$ cat src/rtl/fuzz_stim_misr.sv
// fuzz_stim_misr: seeded 64-bit LFSR stimulus generator feeding a DUT, with a 32-bit MISR
// compacting the DUT response. Define FUZZ_GOLDEN_CMP_EN to compile in the golden-signature comparator.
module fuzz_stim_misr #(
  parameter int unsigned IN_W  = 53,
  parameter int unsigned OUT_W = 567,
  parameter int unsigned LAT   = 1,
  parameter int unsigned CNT_W = 16
) (
  input  logic             clk,
  input  logic             rst,
  input  logic             start,
  input  logic [63:0]      seed,
  input  logic [CNT_W-1:0] vec_count,
  output logic [IN_W-1:0]  dut_in,
  input  logic [OUT_W-1:0] dut_out,
  input  logic [31:0]      golden_sig,
  output logic             busy,
  output logic             done,
  output logic [31:0]      signature,
  output logic             match
);

  localparam int unsigned REP    = (IN_W + 63) / 64;
  localparam int unsigned CHUNKS = (OUT_W + 31) / 32;
  localparam int unsigned PAD_W  = CHUNKS * 32;
  localparam int unsigned DRN_W  = (LAT > 1) ? $clog2(LAT) : 1;

  localparam logic [63:0] LFSR_TAPS = 64'hD800_0000_0000_0000;
  localparam logic [31:0] MISR_POLY = 32'h04C1_1DB7;
  localparam logic [31:0] SIG_INIT  = 32'hFFFF_FFFF;

  typedef enum logic [2:0] {IDLE, ZERO, RUN, DRAIN, DONE} state_t;

  state_t            state;
  logic [63:0]       lfsr;
  logic [CNT_W-1:0]  remain;
  logic [DRN_W-1:0]  drain_cnt;
  logic              stim_vld;
  logic [LAT-1:0]    vld_pipe;

  logic [REP*64-1:0] rep_c;
  logic [PAD_W-1:0]  out_pad_c;
  logic [31:0]       fold_c;
  logic [31:0]       sig_next_c;
  logic              accept_c;
  logic              match_c;

  function automatic logic [63:0] lfsr_step(input logic [63:0] l);
    return (l >> 1) ^ (l[0] ? LFSR_TAPS : 64'h0);
  endfunction

  // Stimulus is the LFSR state tiled across the whole input bus.
  always_comb begin
    rep_c = {REP{lfsr}};
  end

  // Response compaction: XOR of all 32-bit slices, top slice zero-padded.
  always_comb begin
    out_pad_c = PAD_W'(dut_out);
    fold_c    = '0;
    for (int unsigned i = 0; i < CHUNKS; i++) begin
      fold_c = fold_c ^ out_pad_c[i*32 +: 32];
    end
  end

  always_comb begin
    sig_next_c = signature;
    if (vld_pipe[LAT-1]) begin
      sig_next_c = {signature[30:0], 1'b0} ^ (signature[31] ? MISR_POLY : 32'h0) ^ fold_c;
    end
  end

  assign accept_c = start && ((state == IDLE) || (state == DONE));

`ifdef FUZZ_GOLDEN_CMP_EN
  // Compare against the signature value being written on the DONE-entry edge.
  assign match_c = (sig_next_c == golden_sig);
`else
  logic unused_golden;
  assign unused_golden = ^golden_sig;
  assign match_c       = 1'b0;
`endif

  always_ff @(posedge clk) begin
    if (rst) begin
      state     <= IDLE;
      lfsr      <= 64'h1;
      remain    <= '0;
      drain_cnt <= '0;
      stim_vld  <= 1'b0;
      vld_pipe  <= '0;
      dut_in    <= '0;
      busy      <= 1'b0;
      done      <= 1'b0;
      signature <= SIG_INIT;
      match     <= 1'b0;
    end else begin
      signature   <= sig_next_c;
      vld_pipe[0] <= stim_vld;
      for (int unsigned i = 1; i < LAT; i++) begin
        vld_pipe[i] <= vld_pipe[i-1];
      end

      case (state)
        IDLE, DONE: begin
          if (accept_c) begin
            state     <= ZERO;
            lfsr      <= (seed == 64'h0) ? 64'h1 : seed;
            remain    <= vec_count;
            signature <= SIG_INIT;
            busy      <= 1'b1;
            done      <= 1'b0;
            match     <= 1'b0;
            dut_in    <= '0;
            stim_vld  <= 1'b1;
          end
        end

        // ZERO and RUN share one rule: issue the next LFSR vector or fall into DRAIN.
        ZERO, RUN: begin
          if (remain == '0) begin
            state     <= DRAIN;
            dut_in    <= '0;
            stim_vld  <= 1'b0;
            drain_cnt <= '0;
          end else begin
            state    <= RUN;
            dut_in   <= rep_c[IN_W-1:0];
            stim_vld <= 1'b1;
            lfsr     <= lfsr_step(lfsr);
            remain   <= remain - CNT_W'(1);
          end
        end

        DRAIN: begin
          if (drain_cnt == DRN_W'(LAT - 1)) begin
            state <= DONE;
            busy  <= 1'b0;
            done  <= 1'b1;
            match <= match_c;
          end else begin
            drain_cnt <= drain_cnt + DRN_W'(1);
          end
        end

        default: state <= IDLE;
      endcase
    end
  end

endmodule

$ cat config.mk
export PLATFORM = sky130hd
export DESIGN_NAME = fuzz_stim_misr
export DESIGN_NICKNAME = d
export VERILOG_FILES = /design/src/rtl/fuzz_stim_misr.sv
export SDC_FILE = /design/constraint.sdc
export NUM_CORES = 1
export LEC_CHECK = 0
export ABC_CLOCK_PERIOD_IN_PS = 2600
export CORE_AREA = 2 2 297 299
export CTS_BUF_LIST = sky130_fd_sc_hd__clkbuf_16
export DETAILED_ROUTE_END_ITERATION = 12
export DIE_AREA = 0 0 299 301
export GPL_ROUTABILITY_DRIVEN = 0
export HOLD_SLACK_MARGIN = 0.1
export PLACE_DENSITY_LB_ADDON = 0.3
export SYNTH_ARGS = -nofsm -noshare
export SYNTH_HDL_FRONTEND = slang
export SYNTH_SLANG_ARGS = --single-unit
$ cat constraint.sdc
create_clock -name clk -period 2.6 [get_ports clk]
set_input_delay 0.52 -clock clk [delete_from_list [all_inputs] [get_ports clk]]
set_output_delay 0.52 -clock clk [all_outputs]
set_load 0.03 [all_outputs]
* Yosys cells after proc, flatten, opt, wreduce, memory -nomap -nowiden
Cells that the tools add are included.
** Cells by class
- Add/sub/neg operators :: 2
- Equality and inequality tests :: 8
- Muxes and demuxes :: 31
- Bitwise logic cells :: 20
- Reductions and logical operators :: 15
** Operators with widths (number)
- 32-bit bitwise XOR :: 17
- 64-bit 2-to-1 mux :: 4
- 64-bit one-hot mux with 2 select lines :: 1
- 53-bit 2-to-1 mux :: 2
- 53-bit one-hot mux with 2 select lines :: 1
- 32-bit 2-to-1 mux :: 3
- 64-bit zero test :: 1
- 63-bit by 64-bit bitwise XOR with 64-bit output :: 1
- 16-bit 2-to-1 mux :: 2
- 16-bit one-hot mux with 2 select lines :: 1
- 32-bit by 23-bit bitwise XOR with 32-bit output :: 1
- 32-bit by 27-bit bitwise XOR with 32-bit output :: 1
- 27-bit 2-to-1 mux :: 1
- 16-bit zero test :: 1
- 16-bit by 1-bit subtractor with 16-bit output (second input constant) :: 1
- 1-bit one-hot mux with 2 select lines :: 5
- 3-bit one-hot mux with 3 select lines :: 1
- 1-bit 2-to-1 mux :: 8
- 2-bit != test (second input constant) :: 4
- 3-bit by 2-bit equality test with 1-bit output (second input constant) :: 2
- 3-bit 2-to-1 mux :: 2
- 2-bit AND reduction :: 3
- 3-bit AND reduction :: 2
- 2-bit nonzero test :: 3
- 7 further kinds :: 8
** Storage, ports and cells
- Flip-flop bits (word level) :: 174
- Word-level logic and storage cells :: 87

* Logic depth before layout (Yosys ltp)
Gate-level depths: netlist (run 1).
- Word-level depth :: 21
- Depth in mapped cells :: 9
- Gate-level depth less buffers :: 7

* Worst setup path after synthesis (run 1)
No wires, ideal clock.
- Path kind :: reg-to-reg
- Start :: register remain[0]
- End :: register lfsr[14]
- Library setup time :: 0.147 ns
- Data arrival time :: 2.162 ns
- Required time :: 2.453 ns
- Path slack :: 0.291 ns
- Stages on the path, launching flop included :: 10
- Cell sequence :: dfxtp_1 inv_1 ha_1 or3b_2 nor4_4 a31oi_1 buf_2 buf_1 nor2_1 a311oi_2
** On the way
- Longest elaborated chain between the ends :: 3
** RTL lines
- from (decl) :: RTL line 36 : logic [CNT_W-1:0] remain;
- from (signal assigned) :: RTL line 109 : remain <= vec_count;
- from (signal assigned) :: RTL line 131 : remain <= remain - CNT_W'(1);
- 16-bit zero test :: RTL line 121 : if (remain == '0) begin
- 2-bit != test (no line)
- 3-bit AND reduction (no line)
- to (signal assigned) :: RTL line 108 : lfsr <= (seed == 64'h0) ? 64'h1 : seed;
- to (signal assigned) :: RTL line 130 : lfsr <= lfsr_step(lfsr);
- to (decl) :: RTL line 35 : logic [63:0] lfsr;
Every way passes these cells.
A chain may end at the register's enable or synchronous reset.

* Final worst setup path (run 1)
- Start :: register remain[0]
- End :: register lfsr[47]
Same word-level chain as after synthesis.

==> reports/results.ini, run 1 <==
[setup_path]
slowest_delay_ns = 0.51
worst_path_max_delay_cell = or3b_2
cp_cell_sequence = inv_1 > ha_1 > or3b_2 > nor4_4 > buf_4 > a31oi_4 > buf_12 > buf_12 > nor2_1 > a311oi_2
critPathCaptureType = flip-flop
cpMostUsedCell = buf_12
crit_fanout = 28
critPathRequiredTime_ns = 2.92
worst-setup-path-type = reg2reg
r2r_slack_ns = 0.16
ff2ff_path_depth = 10
r2r_end = lfsr[47]
cp.arrival_ns = 2.76
cp-start-kind = flip-flop
reg2reg_from = remain[0]

[synthesis]
async_flop_share = 0
avgSynthCellArea_sq_um = 9.025
synth_top_area_cell = xnor2_1
synth_top_cell_area_share = 0.3147
ys_ff_latch = 172
synth-edff-count = 0
synthCells = 1406
ys_seq_area_frac = 0.2713
yosysUniqueCellTypes = 50
netlist_area_sq_mm = 0.01269
synthAdderAreaFrac = 0.0009860
synth-compound-area-share = 0.1505
yosysWarningCount = 0
synth-simple-area-share = 0.1426
synth_top_family_by_area = XOR/XNOR gates
synthMuxAreaShare = 0
synth-main-ff-cell = dfxtp_1
synth_area_leaders = xnor2_1 (31%), dfxtp_1 (27%), a311oi_2 (7.0%), xnor3_1 (5.7%), nand2_1 (4.2%)
syn-num-nets = 2089
synthXorXnorAreaFrac = 0.4033

[hold_path]
min_to = vld_pipe
min_path_type = reg2reg
hold_start = stim_vld
hold_path_depth = 2

[detailed_routing]
vias = 12526
drtIter0Drc = 628
routed.top_layer = met5
drt-met1-wl_microns = 31040
routed-wl-met3_microns = 6760
met2_length_microns = 32140
drt_wl_total_microns = 70890
postRouteAntennaNets = 0
wl_per_cell_microns = 21.34
post-route-drc-count = 0
dr.pass1.iters = 5
vias_per_cell = 3.772

[placement]
dp_cells = 3281
port_buffers = 736
dp_hpwl_microns = 60450

[clocking]
hold_buffers = 0
tritoncts = done
clkLatencyLatePin_ns = 0.49
cts.path.max_buffers = 2
root_buffer = clkbuf_16
clkTransAtPathRegs_ns = 0.09
cts_setup_buffers = 0
cts.repair.resized = 0
cts.sinks = 172
htree_levels = 4
numCtsBuffers = 17

[floorplanning]
io_pins = 770
fp.dieH_microns = 301
rows = 108
start_util = 0.1467
die_w_microns = 299
die_area_sq_mm = 0.09000
core_area_sq_mm = 0.08648

[cells_and_area]
drive_gt1_frac = 0.07878
nets = 2828
utilization = 0.2598
syn2layout_area_growth_pct = 77.08
final_cells = 3321

[grt]
overflow = 0
antenna_found_initial = 35
grt_max_degree = 141
grt_first_pass_wirelength_microns = 94580
track_usage = 0.1508
grt_pass1_vias = 12391

[sta]
worstMarginPinSlew_ns = 0.9102
finalSetupTns_ns = 0
relSlewSlack = 0.3932
finalHoldViolCount = 0
drv_slew = 0
fmaxAchievable_mhz = 409.2
rsz0062_at_grt = false
period_share = 0.9398
hold_ws_ns = 0.4242
finalSetupViolations = 0
fin_crit_ns = 2.444
clock_skew_ns = 0.01950

[power]
pwr_density_cell_mw_per_mm2 = 545.7
vdd_drop_max_mv = 0.3173
total_power_mw = 12.26
p_leak_nw = 7.634

[run]
drv_cap = 0

[run_status]
status = completed

## cell usage in the layout, fill, tap and decap left out, drive strengths merged, types with 2 or more instances in the layout
cell type,netlist,layout
a311oi,60,60
clkbuf,55,17
a211oi,5,5
clkdlybuf4s50,0,731
nor3,24,24
o211ai,4,4
or2,2,2
inv,8,16
nor2,127,127
a21oi,39,39
a22o,2,2
and3b,18,18
nor4,20,20
clkinv,0,7
o22ai,2,2
buf,22,66
xor2,46,46
nand4,5,5
a221oi,2,2
a22oi,53,53
diode,0,8
xnor3,32,32
nand3,23,23
a31oi,3,3
and2,2,2
nand2,143,143
nor2b,2,2
o21ai,40,40
dfxtp,172,172
xnor2,456,456
o31ai,2,2
o32ai,2,2
or3,20,20
## critical path: cells and delay by family, from the launching register on
| family | cells | cell delay [ns] |
|---|---|---|
| buffers and inverters | 4 | 0.68 |
| and+or+nand+nor | 3 | 0.85 |
| AOI/OAI and AO/OA | 2 | 0.16 |
| adders and majority gates | 1 | 0.21 |
| DFF | 1 | 0.35 |
## per-layer routing
metal | vias up | GRT usage
met5 | - | 0
met3 | 64 | 0.06248
met2 | 461 | 0.2354
li1 | 6280 | -
met4 | 24 | 0.03310
met1 | 5697 | 0.1933
## cell usage after synthesis, types with 2 or more instances
library cell  number
xnor2_1          456
dfxtp_1          172
nand2_1          143
nor2_1           127
a311oi_2          59
clkbuf_1          55
a22oi_1           53
xor2_1            46
o21ai_0           40
a21oi_1           39
xnor3_1           32
nor3_1            24
nand3_1           23
or3_1             20
nor4_1            19
and3b_1           18
buf_2             12
inv_1              8
buf_6              7
a211oi_1           5
nand4_1            5
o211ai_1           4
a31oi_1            3
a221oi_2           2
a22o_1             2
and2_1             2
buf_4              2
nor2b_1            2
o22ai_1            2
o31ai_1            2
o32ai_1            2
or2_2              2
## state kept, by name (all words and copies together) (netlist names)
signal and flops:
lfsr 64, dut_in 53, signature 32, remain 16, state 3, busy 1
done 1, stim_vld 1, vld_pipe 1
## cells by family after synthesis
| group | Yosys count |
|---|---|
| simple gates | 394 |
| flops | 172 |
| other cells | 1 |
| compound gates | 219 |
| xor+xnor | 534 |
| buf+inv | 85 |
| fa+ha+maj | 1 |
## area by class of cell
type | instances | area, sq um
diodes | 8 | 20.02
clock buffers | 17 | 425.4
clock inverters | 15 | 170.2
fillers | 9293 | 64010
inverters | 8 | 30.03
multi-input cells | 1149 | 8907
flip-flops and latches | 172 | 3443
well taps | 1155 | 1445
repair buffers | 797 | 8029
## power breakdown
part           total [mW]  switching (mW)  internal [mW]
sequential           3.36           0.351           3.01
combinational        6.18            2.86           3.32
clock                2.73            1.43           1.30
## worst max-delay path by stage
| stage | from | to | slack [ns] |
|---|---|---|---|
| floorplan | remain[0] | lfsr[14] | 0.29 |
| global route | remain[0] | remain[5] | 0.01 |
| CTS | signature[8] | signature[8] | 0.15 |
| global placement | start | lfsr[50] | 0.08 |
| detailed placement | start | lfsr[53] | 0.04 |
| finish | remain[0] | lfsr[47] | 0.16 |
## stage by stage
| step | setup slack (ns) | area, sq um |
|---|---|---|
| floorplan | 0.2909 | 12690 |
| global placement | 0.08112 | 21850 |
| detailed placement | 0.04098 | 21850 |
| CTS | 0.1455 | 22450 |
| global route | 0.01008 | 22460 |
| finish | 0.1564 | 22470 |
(Power assumes the default switching activity.)
==> inputs of run 2 (changes only) <==
--- a/config.mk
+++ b/config.mk
@@ -6,10 +6,12 @@
 export NUM_CORES = 1
 export LEC_CHECK = 0
 export ABC_CLOCK_PERIOD_IN_PS = 2600
-export CORE_AREA = 2 2 297 299
+export CELL_PAD_IN_SITES_DETAIL_PLACEMENT = 0
+export CELL_PAD_IN_SITES_GLOBAL_PLACEMENT = 1
+export CORE_AREA = 2 2 304 306
 export CTS_BUF_LIST = sky130_fd_sc_hd__clkbuf_16
 export DETAILED_ROUTE_END_ITERATION = 12
-export DIE_AREA = 0 0 299 301
+export DIE_AREA = 0 0 306 308
 export GPL_ROUTABILITY_DRIVEN = 0
 export HOLD_SLACK_MARGIN = 0.1
 export PLACE_DENSITY_LB_ADDON = 0.3
==> run 2 against run 1 <==
Non-clock buffer count decreased by 5. Critical endpoint is now dut_in[18]. Setup slack got worse by 0.014 ns. Critical path depth did not move. Register-to-register slack barely moved. Largest power group unchanged. Sequential power hardly changed. Core utilization fell by 1.3 points. Maximum frequency down 0.57%. Worst hold slack improved by 0.014 ns. Critical path type unchanged.
==> reports/results.ini, run 2 (synthesis gave the netlist of run 1 again) <==
[floorplanning]
die_area_sq_mm = 0.09425  ; was 0.09000 sq mm
start_util = 0.1395  ; was 0.1467
die_w_microns = 306  ; was 299 microns
fp.dieH_microns = 308  ; was 301 microns
core_area_sq_mm = 0.09097  ; was 0.08648 sq mm
rows = 111  ; was 108
io_pins = 770  ; unchanged

[sta]
worstMarginPinSlew_ns = 0.9173  ; was 0.9102 ns
finalHoldViolCount = 0  ; unchanged
clock_skew_ns = 0.02046  ; was 0.01950 ns
finalSetupViolations = 0  ; unchanged
period_share = 0.9452  ; was 0.9398
drv_slew = 0  ; unchanged
fin_crit_ns = 2.458  ; was 2.444 ns
rsz0062_at_grt = false  ; unchanged
relSlewSlack = 0.3885  ; was 0.3932
fmaxAchievable_mhz = 406.9  ; was 409.2 MHz
hold_ws_ns = 0.4379  ; was 0.4242 ns

[setup_path]
critPathRequiredTime_ns = 2.94  ; was 2.92 ns
cp.arrival_ns = 2.79  ; was 2.76 ns
cp-start-kind = flip-flop  ; unchanged
worst-setup-path-type = reg2reg  ; unchanged
crit_fanout = 53  ; was 28
critPathCaptureType = flip-flop  ; unchanged

[placement]
dp_hpwl_microns = 63580  ; was 60450 microns
port_buffers = 736  ; unchanged

[grt]
overflow = 0  ; unchanged
grt_first_pass_wirelength_microns = 99500  ; was 94580 microns
grt_max_degree = 141  ; unchanged
grt_pass1_vias = 12849  ; was 12391
antenna_found_initial = 31  ; was 35
track_usage = 0.1516  ; was 0.1508

[detailed_routing]
postRouteAntennaNets = 0  ; unchanged
vias_per_cell = 3.834  ; was 3.772
drt_wl_total_microns = 74530  ; was 70890 microns
post-route-drc-count = 0  ; unchanged
drtIter0Drc = 756  ; was 628
vias = 12805  ; was 12526
wl_per_cell_microns = 22.31  ; was 21.34 microns
dr.pass1.iters = 4  ; was 5

[clocking]
tritoncts = done  ; unchanged
clkLatencyLatePin_ns = 0.49  ; about the same
root_buffer = clkbuf_16  ; unchanged
clkTransAtPathRegs_ns = 0.08  ; was 0.09 ns
cts.path.max_buffers = 2  ; unchanged
hold_buffers = 0  ; unchanged
cts.sinks = 172  ; unchanged
numCtsBuffers = 17  ; unchanged
htree_levels = 4  ; unchanged

[cells_and_area]
regMostFlops = lfsr  ; unchanged
utilization = 0.2464  ; was 0.2598
syn2layout_area_growth_pct = 76.61  ; was 77.08%
layout_common_cells = clkdlybuf4s50_1 (726), xnor2_1 (456), dfxtp_1 (172), nand2_1 (143), nor2_1 (125)  ; was clkdlybuf4s50_1 (731), xnor2_1 (456), dfxtp_1 (172), nand2_1 (143), nor2_1 (125)
multiInputGateArea_sq_mm = 0.008907  ; unchanged
ff_latch_area_sq_mm = 0.003443  ; unchanged
n_fill_cell = 9715  ; was 9293
final_common_cell = clkdlybuf4s50_1  ; unchanged
drive_gt1_frac = 0.07942  ; was 0.07878
largest_register_ffs = 64  ; unchanged
nets = 2823  ; was 2828
reg_top3 = lfsr x64, dut_in x53, signature x32  ; unchanged

[power]
vdd_drop_max_mv = 0.4170  ; was 0.3173 mV
total_power_mw = 12.33  ; was 12.26 mW
pwr_density_cell_mw_per_mm2 = 550.0  ; was 545.7 mW/mm^2
p_leak_nw = 7.599  ; was 7.634 nW

[run]
drv_cap = 0  ; unchanged

[run_status]
status = completed  ; unchanged

[hold_path]
min_path_type = reg2reg  ; unchanged

## run 2: cell types whose count changed in the layout (fill, tap and decap cells not counted)
cell	change
clkinv_1	-1
inv_12	+1
clkdlybuf4s50_1	-5
clkinvlp_4	+1
diode_2	-7
inv_8	-1
buf_4	+4
clkinv_8	+1
clkinv_2	-1
buf_12	-4
## run 2: final timing paths
| check | startpoint | end | slack (ns) | depth (start not counted) |
|---|---|---|---|---|
| worst max-delay path | remain[0] | dut_in[18] | 0.14 | 10 |
| worst min-delay path | stim_vld | vld_pipe | 0.44 | 2 |
| worst min register to register | stim_vld | vld_pipe | 0.44 | 2 |
| worst max register to register | remain[0] | dut_in[18] | 0.14 | 10 |
## run 2: metrics by stage
stage	area (sq um)	worst slack, ns	TNS, ns	instances
after floorplan	12690	0.2909	0	1406
after global placement	21790	-0.1529	-0.1529	3306
after detailed placement	21790	-0.1521	-0.1521	3306
after CTS	22400	0.09046	0	3338
after global routing	22410	0.007069	0	3340
final	22410	0.1424	0	3340
## run 2: power breakdown
group          leakage, nW  internal, mW  switching, mW  total (mW)
clock                0.295          1.32           1.47        2.79
sequential            1.41          3.01          0.334        3.34
combinational         5.89          3.26           2.94        6.20
total                 7.60          7.59           4.74        12.3
## run 2: repair_timing
item / CTS / global route
resized for setup: 0 / 0
setup endpoints to repair: 0 / 35
hold endpoints to repair: 0 / 0
setup buffers: 0 / 1
## run 2: area by class of cell
type,instances,area share
clock inverters,15,0.008486
inverters,8,0.001340
well taps,1186,0.06621
flip-flops and latches,172,0.1536
repair buffers,792,0.3538
multi-input cells,1149,0.3974
diodes,1,0.0001117
clock buffers,17,0.01898
## run 2: per-layer routing
| layer | track usage | wire, microns | part of all wire | vias up |
|---|---|---|---|---|
| met5 | 0 | 130 | 0.0017 | - |
| met4 | 0.02681 | 742 | 0.010 | 20 |
| met3 | 0.05312 | 6537 | 0.088 | 65 |
| met2 | 0.2470 | 34740 | 0.47 | 495 |
| met1 | 0.1939 | 32380 | 0.43 | 5966 |
| li1 | - | - | - | 6259 |
## run 2: worst max-delay path, stage by stage, from the launching register on
cell     delay (ns)
dfxtp_1        0.31
inv_1          0.08
ha_1           0.22
or3b_2         0.51
nor4_4         0.26
buf_4          0.18
buf_4          0.15
a31oi_4        0.10
buf_12         0.21
a22oi_1        0.19
nor2_1         0.06
==> inputs of run 3 (changes only) <==
--- a/config.mk
+++ b/config.mk
@@ -5,6 +5,7 @@
 export SDC_FILE = /design/constraint.sdc
 export NUM_CORES = 1
 export LEC_CHECK = 0
+export ABC_AREA = 1
 export ABC_CLOCK_PERIOD_IN_PS = 2600
 export CELL_PAD_IN_SITES_DETAIL_PLACEMENT = 0
 export CELL_PAD_IN_SITES_GLOBAL_PLACEMENT = 1
==> run 3 against run 2 <==
Setup slack better by 0.13 ns. Synthesized cell count grew 69%. Global-route usage rose by 0.78 points. First-iteration DRC count is 28% lower. Clock skew is 0.0064 ns lower. Synthesized area increased by 15%. Routed wire length up 2.6%. Clock-buffer cell count did not move. Final cell count is 29% higher. Combinational power up 6.9%. Critical path depth down 9. Die area did not move. Largest power group unchanged.
==> reports/results.ini, run 3 <==
[floorplanning]
core_area_sq_mm = 0.09097  ; unchanged
rows = 111  ; unchanged
die_w_microns = 306  ; unchanged
fp.dieH_microns = 308  ; unchanged
start_util = 0.1607  ; was 0.1395
io_pins = 770  ; unchanged
die_area_sq_mm = 0.09425  ; unchanged

[sta]
drv_slew = 0  ; unchanged
relSlewSlack = 0.3973  ; was 0.3885
worstMarginPinSlew_ns = 0.9027  ; was 0.9173 ns
clock_skew_ns = 0.01408  ; was 0.02046 ns
fin_crit_ns = 2.330  ; was 2.458 ns
finalHoldViolCount = 0  ; unchanged
period_share = 0.8963  ; was 0.9452
finalSetupViolations = 0  ; unchanged
fmaxAchievable_mhz = 429.1  ; was 406.9 MHz
setup_ws_ns = 0.2696  ; was 0.1424 ns
rsz0062_at_grt = false  ; unchanged
finalSetupTns_ns = 0  ; unchanged

[synthesis]
synth_commonest_cells = nand2_1 (688), inv_1 (282), xnor2_1 (248), nand3_1 (199), nor2_1 (194)  ; was xnor2_1 (456), dfxtp_1 (172), nand2_1 (143), nor2_1 (127), a311oi_2 (59)
yosysMostFrequentCell = nand2_1  ; was xnor2_1
yosysUniqueCellTypes = 35  ; was 50
ys_seq_area_frac = 0.2355  ; was 0.2713
syn-num-nets = 3056  ; was 2089
netlist_area_sq_mm = 0.01462  ; was 0.01269 sq mm
async_flop_share = 0  ; unchanged
synth-edff-count = 0  ; unchanged
synth_top_cell_area_share = 0.2355  ; was 0.3147
synth_top_area_cell = dfxtp_1  ; was xnor2_1
synth_area_leaders = dfxtp_1 (24%), nand2_1 (18%), xnor2_1 (15%), inv_1 (7.2%), nand3_1 (6.8%)  ; was xnor2_1 (31%), dfxtp_1 (27%), a311oi_2 (7.0%), xnor3_1 (5.7%), nand2_1 (4.2%)
yosysWarningCount = 0  ; unchanged
synthCells = 2373  ; was 1406
ys_ff_latch = 172  ; unchanged
synth-main-ff-cell = dfxtp_1  ; unchanged
avgSynthCellArea_sq_um = 6.161  ; was 9.025 sq um

[clocking]
cts_setup_buffers = 0  ; unchanged
root_buffer = clkbuf_16  ; unchanged
cts.repair.resized = 0  ; unchanged
htree_levels = 4  ; unchanged
numCtsBuffers = 17  ; unchanged
cts.path.max_buffers = 2  ; unchanged
clkTransAtPathRegs_ns = 0.08  ; about the same
hold_buffers = 0  ; unchanged
clkLatencyLatePin_ns = 0.49  ; about the same
cts.sinks = 172  ; unchanged
tritoncts = done  ; unchanged

[placement]
preCtsSetupSlack_ns = 0.2058  ; was -0.1521 ns
dp_cells = 4258  ; was 3306
port_buffers = 736  ; unchanged
dp_hpwl_microns = 64110  ; was 63580 microns

[setup_path]
cp-start-kind = flip-flop  ; unchanged
critPathCaptureType = output pin  ; was flip-flop
r2r_end = lfsr[22]  ; was dut_in[18]
worst_path_max_delay_cell = clkdlybuf4s50_1  ; was or3b_2
cp.arrival_ns = 1.81  ; was 2.79 ns
crit_family = buffers and inverters  ; was simple AND/OR/NAND/NOR gates
ff2ff_path_depth = 15  ; was 10
slowest_delay_ns = 0.87  ; was 0.51 ns
r2r_slack_ns = 0.33  ; was 0.14 ns
reg2reg_from = remain[0]  ; unchanged
cp_cell_sequence = clkdlybuf4s50_1  ; was inv_1 > ha_1 > or3b_2 > nor4_4 > buf_4 > buf_4 > a31oi_4 > buf_12 > a22oi_1 > nor2_1
worst-setup-path-type = reg2out  ; was reg2reg
critPathRequiredTime_ns = 2.08  ; was 2.94 ns
crit_buf_inv = 1  ; was 4
crit_fanout = 3  ; was 53

[detailed_routing]
postRouteAntennaNets = 0  ; unchanged
wl_per_cell_microns = 17.77  ; was 22.31 microns
vias_per_cell = 3.866  ; was 3.834
drtIter0Drc = 546  ; was 756
vias = 16638  ; was 12805
post-route-drc-count = 0  ; unchanged
drt_wl_total_microns = 76500  ; was 74530 microns
dr.pass1.iters = 5  ; was 4

[cells_and_area]
multiInputGateArea_sq_mm = 0.009722  ; was 0.008907 sq mm
ff_latch_area_sq_mm = 0.003446  ; was 0.003443 sq mm
n_fill_cell = 10119  ; was 9715
syn2layout_area_growth_pct = 65.01  ; was 76.61%
drive_gt1_frac = 0.05479  ; was 0.07942
layout_common_cells = clkdlybuf4s50_1 (734), nand2_1 (686), inv_1 (281), xnor2_1 (248), nand3_1 (199)  ; was clkdlybuf4s50_1 (726), xnor2_1 (456), dfxtp_1 (172), nand2_1 (143), nor2_1 (125)
largest_register_ffs = 64  ; unchanged
nets = 3774  ; was 2823
final_cells = 4304  ; was 3340
utilization = 0.2652  ; was 0.2464
final_common_cell = clkdlybuf4s50_1  ; unchanged
regMostFlops = lfsr  ; unchanged
reg_top3 = lfsr x64, dut_in x53, signature x32  ; unchanged

[power]
pwr_density_cell_mw_per_mm2 = 535.2  ; was 550.0 mW/mm^2
vdd_drop_max_mv = 0.3274  ; was 0.4170 mV
p_leak_nw = 10.41  ; was 7.599 nW

[grt]
grt_pass1_vias = 16420  ; was 12849
overflow = 0  ; unchanged
grt_first_pass_wirelength_microns = 108000  ; was 99500 microns
antenna_found_initial = 46  ; was 31
track_usage = 0.1594  ; was 0.1516
grt_max_degree = 76  ; was 141

[hold_path]
hold_path_depth = 2  ; unchanged
min_path_type = reg2reg  ; unchanged
hold_start = stim_vld  ; unchanged
min_to = vld_pipe  ; unchanged

[run]
drv_cap = 0  ; unchanged

[run_status]
status = completed  ; unchanged

==> run 3: cell count changes in the layout (fill, tap and decap cells not counted), sizes merged, moves of 53 or more <==
cell / before / now
nand3: 23 / 199
inv: 16 / 296
nor2: 127 / 198
or2: 2 / 59
xnor2: 456 / 248
nand2: 143 / 697
o21ai: 40 / 142
a21oi: 39 / 108
a311oi: 60 / 0
a22oi: 53 / 0
==> run 3: power breakdown <==
| part | total, mW | internal [mW] | switching (mW) |
|---|---|---|---|
| combinational | 6.63 | 2.96 | 3.67 |
| sequential | 3.58 | 3.16 | 0.419 |
| clock | 2.70 | 1.34 | 1.36 |
| total | 12.9 | 7.46 | 5.45 |
==> run 3: final cells by class <==
cell class | count | share of cell area
flip-flops and latches | 172 | 0.1428
clock inverters | 14 | 0.005705
clock buffers | 17 | 0.01763
multi-input cells | 1834 | 0.4030
diodes | 15 | 0.001556
repair buffers | 778 | 0.3229
well taps | 1186 | 0.06151
inverters | 288 | 0.04491
==> run 3: through the flow <==
step                      area, sq um  power [mW]  hold slack [ns]
final                           24130       12.91           0.4088
after global routing            24120       14.05           0.4363
after CTS                       24090       13.22           0.4049
after detailed placement        23530       10.38           0.4048
after global placement          23530       10.36           0.4010
after floorplan                 14620       7.612           0.4031
==> run 3: cell families after synthesis <==
kind of cell             after synthesis  synth area share
AND/OR/NAND/NOR                     1213            0.3540
buffers and inverters                367            0.1006
XOR/XNOR                             344            0.2061
AO/OA/AOI/OAI                        274            0.1021
flip-flops                           172            0.2355
adder cells (fa/ha/maj)                1         0.0008557
other                                  1         0.0002565
multiplexers                           1         0.0006847
==> run 3: worst max-delay path by stage <==
| stage | startpoint | endpoint | slack, ns | depth (start not counted) |
|---|---|---|---|---|
| 2_1_floorplan | remain[0] | lfsr[24] | 0.79 | 15 |
| 3_3_place_gp | dut_out[443] | signature[27] | 0.20 | 9 |
| 3_5_place_dp | dut_out[443] | signature[27] | 0.21 | 9 |
| 4_1_cts | signature[25] | signature[25] | 0.15 | 1 |
| 5_1_grt | remain[0] | lfsr[25] | 0.13 | 15 |
| 6_report | signature[25] | signature[25] | 0.27 | 1 |
==> run 3: routing by layer <==
layer  GRT usage  share of wire  wire length, microns
met1      0.1632           0.38                 28860
met2      0.2934           0.51                 39210
met3     0.05593          0.075                  5735
met4     0.06656          0.032                  2411
met5           0         0.0036                   279
==> run 3: worst min-delay path: stages (launching register included) <==
cell and delay [ns]:
dfxtp_1 0.31, inv_1 0.04, nor2_1 0.03
